[src/rtl/uart_reg_bridge_if.sv]
// -----------------------------------------------------------------------------
// uart_reg_bridge_if
// Bundles the UART PHY byte stream and the 8-bit register bus seen by
// uart_reg_bridge.
//   byte_rx/new_byte_rx : received byte and its one-cycle valid strobe
//   done_tx             : PHY transmitter idle
//   byte_tx/start_tx    : reply byte and its one-cycle launch strobe
//   reg_addr/reg_wdata  : register bus address / write data
//   reg_we/reg_re       : one-cycle write / read strobes
//   reg_rdata           : read data, valid the cycle after reg_re
//   frame_err           : one-cycle pulse on a rejected or abandoned frame
//   busy                : bridge is not idle
// master = bridge side, slave = PHY / register-file side.
// -----------------------------------------------------------------------------
interface uart_reg_bridge_if;
   logic [7:0] byte_rx;
   logic       new_byte_rx;
   logic       done_tx;
   logic [7:0] byte_tx;
   logic       start_tx;
   logic [7:0] reg_addr;
   logic [7:0] reg_wdata;
   logic       reg_we;
   logic       reg_re;
   logic [7:0] reg_rdata;
   logic       frame_err;
   logic       busy;

   modport master (
      input  byte_rx, new_byte_rx, done_tx, reg_rdata,
      output byte_tx, start_tx, reg_addr, reg_wdata, reg_we, reg_re,
             frame_err, busy
   );

   modport slave (
      output byte_rx, new_byte_rx, done_tx, reg_rdata,
      input  byte_tx, start_tx, reg_addr, reg_wdata, reg_we, reg_re,
             frame_err, busy
   );
endinterface

[src/rtl/uart_reg_bridge.sv]
// -----------------------------------------------------------------------------
// uart_reg_bridge
// Turns 'W' addr data / 'R' addr byte frames from a UART into accesses on an
// 8-bit register bus, answering each frame with one byte: 'K' for a write,
// the register value for a read, 'E' for a rejected frame.
// Ports:
//   clk  : system clock
//   arst : asynchronous active-high reset
//   bus  : uart_reg_bridge_if.master (PHY byte stream + register bus)
// Parameter:
//   timeout_cycles : idle clocks allowed between bytes of one frame
// Build option:
//   UART_BRIDGE_CHECKSUM_EN : frames carry a trailing XOR checksum byte
// -----------------------------------------------------------------------------
module uart_reg_bridge #(
   parameter int unsigned timeout_cycles = 5000000
) (
   input logic             clk,
   input logic             arst,
   uart_reg_bridge_if.master bus
);

   localparam int unsigned CW = (timeout_cycles > 2) ? $clog2(timeout_cycles) : 1;
   localparam logic [CW-1:0] TO_LAST = CW'(timeout_cycles - 1);
   localparam logic [7:0] CMD_W = 8'h57;
   localparam logic [7:0] CMD_R = 8'h52;
   localparam logic [7:0] RSP_K = 8'h4B;
   localparam logic [7:0] RSP_E = 8'h45;

   typedef enum logic [3:0] {
      IDLE, GET_ADDR, GET_DATA, BUS_WR, BUS_RD, RD_CAP, SEND, SEND_HOLD, SEND_WAIT
`ifdef UART_BRIDGE_CHECKSUM_EN
      , GET_CSUM
`endif
   } state_t;

   state_t        state_q, state_d;
   logic          is_wr_q, is_wr_d;
   logic [7:0]    addr_q, addr_d;
   logic [7:0]    wdata_q, wdata_d;
   logic [7:0]    tx_q, tx_d;
   logic          start_q, start_d;
   logic [CW-1:0] cnt_q, cnt_d;
   logic          ferr;
   logic          tmo;
`ifdef UART_BRIDGE_CHECKSUM_EN
   logic [7:0]    csum_q, csum_d;
`endif

   // A byte arriving on the last allowed cycle beats the timeout.
   assign tmo = (cnt_q == TO_LAST) && !bus.new_byte_rx;

   always_comb begin
      state_d = state_q;
      is_wr_d = is_wr_q;
      addr_d  = addr_q;
      wdata_d = wdata_q;
      tx_d    = tx_q;
      start_d = 1'b0;
      cnt_d   = '0;
      ferr    = 1'b0;
`ifdef UART_BRIDGE_CHECKSUM_EN
      csum_d  = csum_q;
`endif
      case (state_q)
         IDLE: if (bus.new_byte_rx) begin
            if (bus.byte_rx == CMD_W || bus.byte_rx == CMD_R) begin
               is_wr_d = (bus.byte_rx == CMD_W);
`ifdef UART_BRIDGE_CHECKSUM_EN
               csum_d  = bus.byte_rx;
`endif
               state_d = GET_ADDR;
            end else begin
               tx_d    = RSP_E;
               ferr    = 1'b1;
               state_d = SEND;
            end
         end
         GET_ADDR: begin
            if (bus.new_byte_rx) begin
               addr_d = bus.byte_rx;
`ifdef UART_BRIDGE_CHECKSUM_EN
               csum_d  = csum_q ^ bus.byte_rx;
               state_d = is_wr_q ? GET_DATA : GET_CSUM;
`else
               state_d = is_wr_q ? GET_DATA : BUS_RD;
`endif
            end else if (tmo) begin
               ferr    = 1'b1;
               state_d = IDLE;
            end else begin
               cnt_d = cnt_q + CW'(1);
            end
         end
         GET_DATA: begin
            if (bus.new_byte_rx) begin
               wdata_d = bus.byte_rx;
`ifdef UART_BRIDGE_CHECKSUM_EN
               csum_d  = csum_q ^ bus.byte_rx;
               state_d = GET_CSUM;
`else
               state_d = BUS_WR;
`endif
            end else if (tmo) begin
               ferr    = 1'b1;
               state_d = IDLE;
            end else begin
               cnt_d = cnt_q + CW'(1);
            end
         end
`ifdef UART_BRIDGE_CHECKSUM_EN
         GET_CSUM: begin
            if (bus.new_byte_rx) begin
               if (bus.byte_rx == csum_q) begin
                  state_d = is_wr_q ? BUS_WR : BUS_RD;
               end else begin
                  tx_d    = RSP_E;
                  ferr    = 1'b1;
                  state_d = SEND;
               end
            end else if (tmo) begin
               ferr    = 1'b1;
               state_d = IDLE;
            end else begin
               cnt_d = cnt_q + CW'(1);
            end
         end
`endif
         BUS_WR: begin
            tx_d    = RSP_K;
            state_d = SEND;
         end
         BUS_RD:  state_d = RD_CAP;
         RD_CAP: begin
            tx_d    = bus.reg_rdata;
            state_d = SEND;
         end
         SEND: if (bus.done_tx) begin
            start_d = 1'b1;
            state_d = SEND_HOLD;
         end
         // done_tx still reads high here; the PHY drops it one cycle after start.
         SEND_HOLD: state_d = SEND_WAIT;
         SEND_WAIT: if (bus.done_tx) state_d = IDLE;
         default:   state_d = IDLE;
      endcase
   end

   always_ff @(posedge clk or posedge arst) begin
      if (arst) begin
         state_q <= IDLE;
         is_wr_q <= 1'b0;
         addr_q  <= '0;
         wdata_q <= '0;
         tx_q    <= '0;
         start_q <= 1'b0;
         cnt_q   <= '0;
`ifdef UART_BRIDGE_CHECKSUM_EN
         csum_q  <= '0;
`endif
      end else begin
         state_q <= state_d;
         is_wr_q <= is_wr_d;
         addr_q  <= addr_d;
         wdata_q <= wdata_d;
         tx_q    <= tx_d;
         start_q <= start_d;
         cnt_q   <= cnt_d;
`ifdef UART_BRIDGE_CHECKSUM_EN
         csum_q  <= csum_d;
`endif
      end
   end

   assign bus.byte_tx   = tx_q;
   assign bus.start_tx  = start_q;
   assign bus.reg_addr  = addr_q;
   assign bus.reg_wdata = wdata_q;
   assign bus.reg_we    = (state_q == BUS_WR);
   assign bus.reg_re    = (state_q == BUS_RD);
   // frame_err is decoded from the current byte/counter; mask it while in reset.
   assign bus.frame_err = ferr & ~arst;
   assign bus.busy      = (state_q != IDLE);

endmodule

[src/flat_wrapper.sv]
// flat-port wrapper written by rule: the top's interface ports become plain ports
module uart_reg_bridge_flat 
#(
   parameter int unsigned timeout_cycles = 5000000
)
  (clk, arst, bus_byte_rx, bus_new_byte_rx, bus_done_tx, bus_reg_rdata, bus_byte_tx, bus_start_tx, bus_reg_addr, bus_reg_wdata, bus_reg_we, bus_reg_re, bus_frame_err, bus_busy);
  uart_reg_bridge_if bus_i ();
  input logic clk;
  input logic arst;
  input wire logic [$bits(bus_i.byte_rx)-1:0] bus_byte_rx;
  input wire logic [$bits(bus_i.new_byte_rx)-1:0] bus_new_byte_rx;
  input wire logic [$bits(bus_i.done_tx)-1:0] bus_done_tx;
  input wire logic [$bits(bus_i.reg_rdata)-1:0] bus_reg_rdata;
  output wire logic [$bits(bus_i.byte_tx)-1:0] bus_byte_tx;
  output wire logic [$bits(bus_i.start_tx)-1:0] bus_start_tx;
  output wire logic [$bits(bus_i.reg_addr)-1:0] bus_reg_addr;
  output wire logic [$bits(bus_i.reg_wdata)-1:0] bus_reg_wdata;
  output wire logic [$bits(bus_i.reg_we)-1:0] bus_reg_we;
  output wire logic [$bits(bus_i.reg_re)-1:0] bus_reg_re;
  output wire logic [$bits(bus_i.frame_err)-1:0] bus_frame_err;
  output wire logic [$bits(bus_i.busy)-1:0] bus_busy;
  assign bus_i.byte_rx = bus_byte_rx;
  assign bus_i.new_byte_rx = bus_new_byte_rx;
  assign bus_i.done_tx = bus_done_tx;
  assign bus_i.reg_rdata = bus_reg_rdata;
  assign bus_byte_tx = bus_i.byte_tx;
  assign bus_start_tx = bus_i.start_tx;
  assign bus_reg_addr = bus_i.reg_addr;
  assign bus_reg_wdata = bus_i.reg_wdata;
  assign bus_reg_we = bus_i.reg_we;
  assign bus_reg_re = bus_i.reg_re;
  assign bus_frame_err = bus_i.frame_err;
  assign bus_busy = bus_i.busy;
  uart_reg_bridge #(.timeout_cycles(timeout_cycles)) u_core (.clk(clk), .arst(arst), .bus(bus_i));
endmodule
[config.mk]
export PLATFORM = sky130hd
export DESIGN_NAME = uart_reg_bridge_flat
export DESIGN_NICKNAME = d
export VERILOG_FILES = /design/src/rtl/uart_reg_bridge_if.sv /design/src/rtl/uart_reg_bridge.sv /design/src/flat_wrapper.sv
export SDC_FILE = /design/constraint.sdc
export NUM_CORES = 1
export LEC_CHECK = 0
export ABC_AREA = 1
export CAP_MARGIN = 20
export CORE_MARGIN = 1
export CORE_UTILIZATION = 40
export CTS_CLUSTER_SIZE = 14
export DETAILED_ROUTE_END_ITERATION = 8
export PLACE_DENSITY = 0.66
export SLEW_MARGIN = 20
export SYNTH_ARGS = -nofsm -noshare
export SYNTH_HDL_FRONTEND = slang
export SYNTH_SLANG_ARGS = --single-unit
[constraint.sdc]
create_clock -name clk -period 1.85 [get_ports clk]
set_input_delay 0.4625 -clock clk [delete_from_list [all_inputs] [get_ports clk]]
set_output_delay 0.4625 -clock clk [all_outputs]
set_load 0.1 [all_outputs]
-- Word-level counts from Yosys, hierarchy flattened
Cells that the tools add are included.
- muxes and demuxes: 22
- reduce and logical (&&, ||, !) cells: 13
- eq/ne operators: 15
- bitwise gates (word level): 2
- add/subtract/negate cells: 1
- operators with widths (cell ; count):
    23-bit 2-to-1 mux ; 3
    4-bit case mux with 8 select lines ; 1
    4-bit 2-to-1 mux ; 6
    8-bit case mux with 3 select lines ; 1
    23-bit by 1-bit adder with 23-bit output, second input constant ; 1
    23-bit == test, second input constant ; 1
    4-bit by 3-bit == test with 1-bit output, second input constant ; 4
    8-bit by 7-bit == test with 1-bit output, second input constant ; 2
    8-bit 2-to-1 mux ; 2
    3-bit AND reduction ; 3
    4-bit by 2-bit == test with 1-bit output, second input constant ; 2
    2-bit inequality test, second input constant ; 4
    1-bit 2-to-1 mux ; 6
    3-bit 2-to-1 mux ; 2
    4-bit by 1-bit == test with 1-bit output, second input constant ; 1
    4-bit == test, second input constant ; 1
    4-bit logical NOT ; 1
    2-bit AND reduction ; 2
    4-bit nonzero test ; 1
    2-bit OR reduction ; 2
    3-bit nonzero test ; 1
    1-bit case mux with 2 select lines ; 1
    1-bit bitwise AND ; 1
    1-bit logical AND ; 1
    other kinds (3) ; 3
- output and inout port bits: 29
- input port bits: 20
- flip-flop bits (word level): 53
- logic and storage cells: 60

-- Depth between registers and ports, before layout
- depth after elaboration: 6
- mapped depth: 11
- gate-level depth less buffers: 11

-- Least setup slack after synthesis
Ideal clock, no wire load.
- path kind: flip-flop to output port
- from: reg u_core.cnt_q[0]
- to: out bus_frame_err
- arrival: 2.321 ns
- stages on the path, launching flop included: 8
- path buffers: 0
- slack: -0.933 ns
- data required time: 1.387 ns
- cell sequence: dfrtp_1 > ha_1 > nand3_2 > nor2_1 > nand3_1 > nor2_1 > nor2_1 > nor2_1
- cells in the longest elaborated chain, start to end: 6
- RTL lines (item ; line ; text):
    start, declared ; uart_reg_bridge.sv:43 ; logic [CW-1:0] cnt_q, cnt_d;
    start signal, assigned ; uart_reg_bridge.sv:168 ; cnt_q <= cnt_d;
    23-bit == test ; uart_reg_bridge.sv:51 ; assign tmo = (cnt_q == TO_LAST) && !bus.new_byte_rx;
    1-bit logical AND ; uart_reg_bridge.sv:51 ;
    1-bit 2-to-1 mux ; uart_reg_bridge.sv:88, uart_reg_bridge.sv:104 ;
    1-bit 2-to-1 mux ; uart_reg_bridge.sv:96 ; if (bus.new_byte_rx) begin
    1-bit case mux with 2 select lines ; uart_reg_bridge.sv:65 ; case (state_q)
    1-bit bitwise AND ; uart_reg_bridge.sv:182 ; assign bus.frame_err = ferr & ~arst;
    end, declared ; flat_wrapper.sv:20 ; output wire logic [$bits(bus_i.frame_err)-1:0] bus_frame_err;
Every way passes these cells.

-- Worst setup path after layout
- from: reg u_core.cnt_q[1]
- to: out bus_frame_err
The elaborated chain is that of the path after synthesis.

==> results_dict.tcl <==
set metrics [dict create \
    root_buffer "clkbuf_8" \
    r2r.worst_path.cells 10 \
    yosysSeqAreaShare 0.481 \
    drtIter0Drc 126 \
    synth.distinct_cells 31 \
    synthTopCellsByArea "dfrtp_1 (48%), nand2_1 (11%), nor2_1 (7.1%)" \
    pin_count 49 \
    antenna_cells 0 \
    r2r_slack_ns 0.10 \
    finalCritPeriodShare 1.14 \
    switching_power_mw 3.61 \
    cp_common_cell "nor2_4" \
    fin_util 0.653 \
    worstMarginPinSlew_ns 0.387 \
    synth_warnings 0 \
    die_y_um 85.1 \
    initial_core_util 0.425 \
    vias 2474 \
    dp_hpwl_mm 4.62 \
    grt_max_degree 54 \
    numCtsBuffers 5 \
    combPwrFrac 0.659 \
    n_fill_cell 523 \
    dominantRegCellSynth "dfrtp_1" \
    cp-end-kind "primary output" \
    dieArea_mm2 0.00723 \
    holdPathStages 2 \
    routed_wl_mm 6.70 \
    drive_gt1_frac 0.364 \
    post_drt_wl_per_cell_um 13.0 \
    rr_startpoint "u_core.cnt_q[1]" \
    placementRows 29 \
    stdcell_count 514 \
    design.core.area_mm2 0.00649 \
    sw_frac_of_total 0.517 \
    leakage_nw 1.97 \
    hold_class "flop to flop" \
    max_freq_mhz 473 \
    firstDrtPassIters 4 \
    grt_pass1_wl_mm 11.2 \
    antenna_found_initial 0 \
    io_buffer_count 48 \
    worstSetupPathType "flop to primary output" \
    fin_skew_ns 0.0102 \
    path_buf_inv 1 \
    nets 457 \
    p_int_mw 3.38 \
    outcome "complete, but fails checks" \
    cts_hold_repair.buffers 0 \
    clk_pin_slew_ns 0.10 \
    synth.most_common_cell "nand2_1" \
    syn_inst 337 \
    avgSynthCellArea_um2 8.19 \
    synth_fp_nets 358 \
    drv_slew 0 \
    rsz0062_at_grt "yes" \
    min_from "u_core.cnt_q[19]" \
    power_frac_clock 0.093 \
    cts_tree "yes" \
    grtUsageTotal 0.195 \
    clock_path_buffers 2 \
    rr_endpoint "u_core.cnt_q[5]" \
    syn_area_mm2 0.00276 \
    crit_path_max_fanout 2 \
    drc 0 \
    chipWidth_um 85.1 \
    clock_sinks 53 \
    synth_top_area_cell "dfrtp_1" \
    async_flop_share 1.00 \
    gp_congestion 0.835 \
    ys_ff_latch 53 \
    hold_viol_final 0 \
    crit_arrival_ns 1.65 \
    synth_top_area_frac 0.481 \
    h-tree-depth 2 \
    final_antenna_net_count 0 \
    min_to "u_core.cnt_q[19]" \
    fin_ws_ns -0.264 \
    dp_cells 485 \
    critPathSlowestCell "dfrtp_1" \
    cp_top_family "simple AND/OR/NAND/NOR gates" \
    grt_overflow 0 \
    violations "setup timing" \
    cellPowerDensity_mw_per_mm2 1650 \
    viasPerCell 4.81 \
    drv_cap 0 \
    cp.required_ns 1.39 \
    synth_common_cells "nand2_1 (79), dfrtp_1 (53), nor2_1 (52)" \
    synth-edff-count 0 \
    power_mw 6.99 \
    cp_cell_sequence "ha_4, nand3_4, nor2_4, nand3_4, nor2_4, nor2_2, nor2_4, buf_12" \
    slowest_delay_ns 0.40 \
    relSlewSlack 0.741 \
    grt_pass1_vias 2415 \
    area_growth_pct 53.7 \
    seqPwrFrac 0.248 \
    vdd_drop_max_uv 1440 \
    setup_viol 2 \
    period_minus_slack_ns 2.11 \
    clk_latency_ns 0.31 \
    cp-start-kind "flop" \
]
==> cells in the final DEF (no fill, tap or decap), types with 12 or more instances in the layout <==
cell type and count:
nor2_2 13, dfrtp_1 51, inv_1 33, nand2_1 75, o21ai_0 13, buf_4 43
nor2_1 40, a21oi_1 12, buf_12 31
==> power groups by stage <==
stage | Clock (mW) | Combinational [mW] | Sequential (mW)
detailed placement | 0 | 4.25 | 1.76
finish | 0.647 | 4.61 | 1.74
CTS | 0.662 | 4.41 | 1.73
floorplan | 0 | 1.17 | 3.22
global placement | 0 | 4.21 | 1.76
global route | 0.712 | 4.85 | 1.77
==> what timing repair did <==
item | 4_1_cts | 5_1_grt
setup endpoints to repair | 4 | 29
pin swaps | 10 | 10
gates resized for setup | 26 | 28
setup buffers | 14 | 10
cloned | 0 | 1
==> area by class of cell <==
type | count | area [um^2] | share of cell area
Inverter | 46 | 188 | 0.0443
Sequential cell | 53 | 1330 | 0.313
Multi-Input combinational cell | 233 | 1380 | 0.325
Clock buffer | 7 | 76.3 | 0.0180
Tap cell | 77 | 96.3 | 0.0227
Clock inverter | 1 | 7.51 | 0.00177
Timing Repair inverter | 1 | 8.76 | 0.00207
Timing Repair Buffer | 96 | 1160 | 0.273
==> state kept, by name, indices dropped and copies added, names as in the netlist <==
signal and flops:
u_core.is_wr_q 1, u_core.bus.start_tx 1, u_core.bus.byte_tx 8, u_core.state_q 4, u_core.cnt_q 23, u_core.bus.reg_addr 8, u_core.bus.reg_wdata 8
==> worst max-delay path by stage <==
| stage | end | start | depth (start not counted) | slack (ns) |
|---|---|---|---|---|
| final | bus_frame_err | u_core.cnt_q[1] | 8 | -0.26 |
| after global routing | bus_frame_err | u_core.cnt_q[1] | 8 | -0.36 |
| after CTS | bus_frame_err | u_core.cnt_q[0] | 8 | -0.29 |
| after detailed placement | bus_frame_err | bus_byte_rx[6] | 9 | -0.56 |
| after global placement | bus_frame_err | bus_byte_rx[6] | 9 | -0.53 |
| after floorplan | bus_frame_err | u_core.cnt_q[0] | 7 | -0.17 |
==> metal layers <==
metal  share of wire  global-route usage  routed length, um
met4          0.0095              0.0539                 64
met3           0.042              0.0399                284
met1            0.44               0.264               2980
met5               0                   0                  0
met2            0.50               0.319               3370
==> worst min-delay path, cell delays in order, from the launching register on <==
cell	delay, ns
dfrtp_1	0.38
a21oi_1	0.06
nor2_2	0.07
==> through the flow <==
stage	setup TNS, ns	setup WS [ns]	cell area [um^2]	hold WS [ns]
after floorplan	-0.166	-0.166	2780	0.424
after CTS	-3.46	-0.292	4060	0.543
after global placement	-2.81	-0.528	3830	0.445
after detailed placement	-4.85	-0.563	3830	0.448
final	-0.264	-0.264	4240	0.542
after global routing	-0.485	-0.356	4240	0.563
==> cells by family (layout without fill, tap and decap cells) <==
logic type,after synthesis,after routing,share of synthesized area
buf+inv,51,151,0.0771
compound gates,43,43,0.0957
fa+ha+maj,1,1,0.00453
xor+xnor,7,7,0.0222
flops,53,53,0.481
simple gates,182,182,0.320
Note: power is estimated with default switching activity, not from simulation.
